$ cat src/rtl/idct4_pipe.sv
// -----------------------------------------------------------------------------
// idct4_pipe
// Pipelined 4-point HEVC inverse DCT. One row or column of four coefficients
// is accepted per beat and all four samples are produced together.
//
// Pipeline:
//   S1 : even/odd partial products  E0,E1 (x0/x2 with 64) and O0,O1 (x1/x3 with 83/36)
//   S2 : butterfly                  y0..y3 = E +/- O
//   S3 : round, arithmetic shift and narrowing to OUT_W; drives the outputs
// Each beat carries its own col_sel, so row-pass and column-pass beats may
// be interleaved freely.
//
// Handshake: one global advance enable (en = !out_valid || out_ready). When
// en is low the whole pipe freezes, so the output beat stays stable until it
// is popped. in_ready is en itself (combinational).
//
// Optional build macro:
//   IDCT4_SAT_EN  defined   -> shifted result clamped to the OUT_W signed range
//                 undefined -> low OUT_W bits taken (two's-complement wrap)
//
// Ports:
//   clk        in   1      clock, rising edge
//   reset      in   1      asynchronous, active-high reset
//   in_valid   in   1      input beat valid
//   in_ready   out  1      beat accepted this cycle when in_valid is high
//   col_sel    in   1      0 = row pass (SHIFT_ROW), 1 = column pass (SHIFT_COL)
//   d_in_0..3  in   IN_W   signed coefficients x0..x3
//   out_valid  out  1      output beat valid
//   out_ready  in   1      downstream accepts the output beat
//   d_out_0..3 out  OUT_W  signed samples y0..y3
// -----------------------------------------------------------------------------
module idct4_pipe #(
  parameter int IN_W      = 16,
  parameter int OUT_W     = 16,
  parameter int ACC_W     = IN_W + 9,
  parameter int SHIFT_ROW = 7,
  parameter int SHIFT_COL = 12
) (
  input  logic                    clk,
  input  logic                    reset,
  input  logic                    in_valid,
  output logic                    in_ready,
  input  logic                    col_sel,
  input  logic signed [IN_W-1:0]  d_in_0,
  input  logic signed [IN_W-1:0]  d_in_1,
  input  logic signed [IN_W-1:0]  d_in_2,
  input  logic signed [IN_W-1:0]  d_in_3,
  output logic                    out_valid,
  input  logic                    out_ready,
  output logic signed [OUT_W-1:0] d_out_0,
  output logic signed [OUT_W-1:0] d_out_1,
  output logic signed [OUT_W-1:0] d_out_2,
  output logic signed [OUT_W-1:0] d_out_3
);

  // Transform coefficients at accumulator width.
  localparam logic signed [ACC_W-1:0] C64 = ACC_W'(8'sd64);
  localparam logic signed [ACC_W-1:0] C83 = ACC_W'(8'sd83);
  localparam logic signed [ACC_W-1:0] C36 = ACC_W'(8'sd36);

  // Rounding offsets, one bit wider than the accumulator so the add cannot overflow.
  localparam logic signed [ACC_W:0] RND_ROW = {{ACC_W{1'b0}}, 1'b1} << (SHIFT_ROW - 1);
  localparam logic signed [ACC_W:0] RND_COL = {{ACC_W{1'b0}}, 1'b1} << (SHIFT_COL - 1);

  // OUT_W signed range limits, expressed at ACC_W+1 bits for comparison.
  localparam logic signed [ACC_W:0] OMAX_EXT = {{(ACC_W-OUT_W+2){1'b0}}, {(OUT_W-1){1'b1}}};
  localparam logic signed [ACC_W:0] OMIN_EXT = {{(ACC_W-OUT_W+2){1'b1}}, {(OUT_W-1){1'b0}}};
  localparam logic [OUT_W-1:0]      OMAX     = {1'b0, {(OUT_W-1){1'b1}}};
  localparam logic [OUT_W-1:0]      OMIN     = {1'b1, {(OUT_W-1){1'b0}}};

  // Narrow a shifted value to OUT_W: clamp in the saturating build, wrap otherwise.
  function automatic logic [OUT_W-1:0] narrow(input logic signed [ACC_W:0] v);
`ifdef IDCT4_SAT_EN
    if (v > OMAX_EXT) begin
      narrow = OMAX;
    end else if (v < OMIN_EXT) begin
      narrow = OMIN;
    end else begin
      narrow = v[OUT_W-1:0];
    end
`else
    narrow = v[OUT_W-1:0];
`endif
  endfunction

  logic                    en_s;
  logic signed [ACC_W-1:0] x_s [4];

  // S1 state
  logic                    v1_r;
  logic                    cs1_r;
  logic signed [ACC_W-1:0] e0_r, e1_r, o0_r, o1_r;

  // S2 state
  logic                    v2_r;
  logic                    cs2_r;
  logic signed [ACC_W-1:0] y_r [4];

  // S3 combinational inputs and state
  logic signed [ACC_W:0]   sum_s [4];
  logic signed [ACC_W:0]   shf_s [4];
  logic                    v3_r;
  logic [OUT_W-1:0]        d3_r [4];

  assign en_s     = !v3_r || out_ready;
  assign in_ready = en_s;

  assign out_valid = v3_r;
  assign d_out_0   = d3_r[0];
  assign d_out_1   = d3_r[1];
  assign d_out_2   = d3_r[2];
  assign d_out_3   = d3_r[3];

  // Sign-extend the input coefficients to accumulator width.
  always_comb begin
    x_s[0] = {{(ACC_W-IN_W){d_in_0[IN_W-1]}}, d_in_0};
    x_s[1] = {{(ACC_W-IN_W){d_in_1[IN_W-1]}}, d_in_1};
    x_s[2] = {{(ACC_W-IN_W){d_in_2[IN_W-1]}}, d_in_2};
    x_s[3] = {{(ACC_W-IN_W){d_in_3[IN_W-1]}}, d_in_3};
  end

  // S1: capture even/odd partial products and the beat's pass select.
  always_ff @(posedge clk or posedge reset) begin
    if (reset) begin
      v1_r  <= 1'b0;
      cs1_r <= 1'b0;
      e0_r  <= '0;
      e1_r  <= '0;
      o0_r  <= '0;
      o1_r  <= '0;
    end else if (en_s) begin
      v1_r  <= in_valid;
      cs1_r <= col_sel;
      e0_r  <= C64 * (x_s[0] + x_s[2]);
      e1_r  <= C64 * (x_s[0] - x_s[2]);
      o0_r  <= C83 * x_s[1] + C36 * x_s[3];
      o1_r  <= C36 * x_s[1] - C83 * x_s[3];
    end
  end

  // S2: even/odd butterfly.
  always_ff @(posedge clk or posedge reset) begin
    if (reset) begin
      v2_r  <= 1'b0;
      cs2_r <= 1'b0;
      for (int k = 0; k < 4; k++) begin
        y_r[k] <= '0;
      end
    end else if (en_s) begin
      v2_r   <= v1_r;
      cs2_r  <= cs1_r;
      y_r[0] <= e0_r + o0_r;
      y_r[1] <= e1_r + o1_r;
      y_r[2] <= e1_r - o1_r;
      y_r[3] <= e0_r - o0_r;
    end
  end

  // Round and shift each butterfly result with the shift belonging to its beat.
  always_comb begin
    for (int k = 0; k < 4; k++) begin
      sum_s[k] = '0;
      shf_s[k] = '0;
    end
    for (int k = 0; k < 4; k++) begin
      if (cs2_r) begin
        sum_s[k] = {y_r[k][ACC_W-1], y_r[k]} + RND_COL;
        shf_s[k] = sum_s[k] >>> SHIFT_COL;
      end else begin
        sum_s[k] = {y_r[k][ACC_W-1], y_r[k]} + RND_ROW;
        shf_s[k] = sum_s[k] >>> SHIFT_ROW;
      end
    end
  end

  // S3: output register; frozen while the current beat waits for out_ready.
  always_ff @(posedge clk or posedge reset) begin
    if (reset) begin
      v3_r <= 1'b0;
      for (int k = 0; k < 4; k++) begin
        d3_r[k] <= '0;
      end
    end else if (en_s) begin
      v3_r <= v2_r;
      for (int k = 0; k < 4; k++) begin
        d3_r[k] <= narrow(shf_s[k]);
      end
    end
  end

endmodule

$ cat config.mk
export PLATFORM = sky130hd
export DESIGN_NAME = idct4_pipe
export DESIGN_NICKNAME = d
export VERILOG_FILES = /design/src/rtl/idct4_pipe.sv
export SDC_FILE = /design/constraint.sdc
export NUM_CORES = 1
export LEC_CHECK = 0
export CORE_MARGIN = 8
export CORE_UTILIZATION = 50
export DETAILED_ROUTE_END_ITERATION = 12
export HOLD_SLACK_MARGIN = 0.03
export PLACE_DENSITY = 0.75
export SYNTH_ARGS = -nofsm -noshare
export SYNTH_HDL_FRONTEND = slang
export SYNTH_SLANG_ARGS = --single-unit
$ cat constraint.sdc
create_clock -name clk -period 14.8 [get_ports clk]
set_input_delay 4.44 -clock clk [delete_from_list [all_inputs] [get_ports clk]]
set_output_delay 4.44 -clock clk [all_outputs]
set_load 0.005 [all_outputs]
==> results.yml <==
outcome:
  outcome: "complete, no violations"
logic_synthesis:
  synth.area.top_cells: "dfrtp_1 (26%), ha_1 (17%), fa_1 (8.6%), xnor2_1 (6.5%), inv_1 (5.4%)"
  synth_top_area_share_pct: 25.6
  yosysUniqueCellTypes: 76
  syn-instance-count: 2642
  yosysSeqAreaShare_pct: 25.6
  synth.avg_cell_area_um2: 8.43
  synth_top_cell_by_area: "dfrtp_1"
  yosysMostFrequentCell: "inv_1"
  ys_warn_count: 0
  synth_common_cells: "inv_1 (323), ha_1 (310), nand2_1 (255)"
  netlist_area_um2: 22300
  syn-num-nets: 3117
  ys_ff_latch: 228
  async_flop_share_pct: 100
  synth_edf_count: 0
  synth-main-ff-cell: "dfrtp_1"
timing:
  whs_ps: 466
  max_freq_ghz: 0.0915
  hold_violations: 0
  finalSetupTns_ps: 0
  rsz0062_at_grt: "false"
  finalClockSkew_ps: 13.2
  setup_viol: 0
  final.period_utilization_pct: 73.9
  worst_pin_slew_ps: 1030
  maxSlewViolCount: 0
  min_period_ps: 10930
  slew_headroom_pct: 31.3
finish:
  antenna_cells: 0
  final_area_um2: 24800
  drive_gt1_share_pct: 2.75
  seq_area_um2: 5710
  area_delta_synth_final_pct: 11.6
  final_cell_count_no_fill: 3319
  nNetsFinal: 3185
  n_fill_cell: 3981
  multi_input_area_um2: 15000
placed_design:
  place.gp.congestion: 0.897
  dpl-instance-area_um2: 24100
  portBuffers: 134
  place_hpwl_mm: 42.2
  dp_cells: 3275
critical_path:
  r2r-end: "y_r[74]"
  cp-start-kind: "input pin"
  critPathBufInv: 4
  crit_fanout: 233
  cp_slowest_cell: "buf_12"
  crit_top_cell: "clkdlybuf4s50_1"
  critPathTopFamily: "buffers and inverters"
  critPathCaptureType: "output pin"
  crit_path_cell_trace: "clkdlybuf4s50_1, nor2b_4, buf_12, inv_6, clkdlybuf4s50_1"
  cp.required_ps: 10360
  reg2reg_slack_ps: 11290
  cpPeakStageDelay_ps: 560
  timing.rr.start: "e1_r[6]"
  arrival_ps: 6490
  r2r_cells: 12
  critical_path_class: "in -> out"
global_routing:
  use_met2_pct: 34.5
  grt_max_degree: 234
  grt_pass1_wl_mm: 87.5
  antenna_found_initial: 0
  top_usage_layer: "met2"
  use_met1_pct: 27.4
  met3_usage_pct: 1.71
  grt-ovfl-total: 0
  grt_usage_pct: 20.2
  grt_pass1_vias: 17800
hold_path:
  hold_depth: 2
  hold_class: "reg -> reg"
  min_to: "cs1_r"
  hold_start: "cs1_r"
power:
  p_int_mw: 2.94
  powerDensity_nw_per_um2: 226
  peakVddDrop_mv: 0.0996
  netSwitchingFraction_pct: 47.7
  pwr-share-clk_pct: 10.7
  p_comb_share_pct: 65.8
  pwr-share-seq_pct: 23.4
  power.leakage_nw: 11.5
  p_sw_mw: 2.68
floorplan:
  rows: 77
  start_util_pct: 50.5
  coreArea_um2: 44100
  die_width_um: 227
  die_y_um: 227
  ioPinCount: 135
  die_area_um2: 51500
routing:
  wl_per_cell_um: 15.9
  vias: 18100
  ant_nets: 0
  drt_wl_total_mm: 52.7
  drc: 0
  drtPass1Iterations: 5
  viasPerCell: 5.45
  drt_iter0_markers: 1185
clock_network:
  clk_latency_ps: 530
  hold_buffers: 0
  cts_tree: "built"
  numCtsBuffers: 25
  post_cts_buffers: 0
  cts.repair.resized: 0
  cts-root-buf: "clkbuf_16"
  clockBufferDepth: 3
  clk_pin_slew_ps: 60
  htreeDepth: 1
  clkSinkCount: 228
run:
  drv_cap: 0
==> registers in the layout, summed over array words and instances, names as in the netlist, 16 cells and up <==
name     flops
e1_r        17
d_out_1     16
d_out_0     16
o1_r        25
d_out_3     16
e0_r        16
y_r         76
o0_r        25
d_out_2     16
==> worst reg2reg max path: stages, from the launching register on <==
cell and delay, ps:
dfrtp_1 550, ha_1 240, inv_1 60, fa_1 400, o21bai_1 320, a2111oi_4 130
o311ai_1 490, a21o_1 230, o21bai_2 90, a2111oi_2 400, a311oi_1 190, xnor2_1 190
o21ai_1 70
==> power by group through the flow <==
stage | clock (mW) | sequential [mW] | combinational (mW)
floorplan | 0 | 1.18 | 2.76
global placement | 0 | 1.30 | 3.56
detailed placement | 0 | 1.32 | 3.67
CTS | 0.613 | 1.31 | 3.69
global route | 0.638 | 1.36 | 4.14
finish | 0.603 | 1.32 | 3.69
==> cells by family after synthesis <==
family          count (synthesis)  share of synthesized area (%)
xor+xnor                      258                           10.1
mux                             8                          0.365
compound gates                611                           16.6
flops                         228                           25.6
simple gates                  709                           14.1
fa+ha+maj                     406                           26.1
buf+inv                       422                           7.13
==> cell type report <==
class	instances	area share [%]
multi-input cells	1992	60.3
inverters	324	4.95
clock buffers	34	2.86
repair buffers	139	5.60
well taps	592	2.98
flip-flops and latches	228	23.0
clock inverters	10	0.347
==> per-layer routing <==
layer | wire length, µm | vias to the layer above
met5 | 0 | -
li1 | - | 8979
met4 | 1420 | 0
met1 | 24300 | 8651
met3 | 2360 | 68
met2 | 24600 | 393
==> placed cells by master, fill, tap and decap left out, types with 13 or more instances in the layout <==
cell,instances
a21oi_1,220
o21bai_1,24
or3_1,25
nand2_1,255
nand2b_1,15
o21a_1,18
ha_1,310
inv_1,322
dfrtp_1,227
fa_1,96
and3_1,24
o21ai_0,183
nand3_1,54
xor2_1,93
nor3_1,37
nor2_1,235
o22a_1,13
xnor2_1,165
nor2b_1,14
clkdlybuf4s50_1,134
nand4_1,17
clkbuf_16,25
a31oi_1,20
o31ai_1,16
a21o_1,32
==> how the worst max path moves through the flow <==
stage / slack (ps) / to / cells after the start / from
final: 3870 / in_ready / 5 / out_ready
after global routing: 3630 / in_ready / 5 / out_ready
after CTS: 3770 / in_ready / 5 / out_ready
after detailed placement: 3770 / in_ready / 5 / out_ready
after global placement: 3800 / in_ready / 5 / out_ready
after floorplan: 4110 / cs1_r / 1 / reset
==> through the flow <==
stage	total power, mW	worst slack (ps)	utilization, %
after floorplan	3.93	4110	-
after global placement	4.86	3800	54.5
after detailed placement	4.99	3770	54.5
after CTS	5.62	3770	56.3
after global routing	6.14	3630	56.3
final	5.61	3870	56.3
Note: power is estimated with default switching activity, not from simulation.
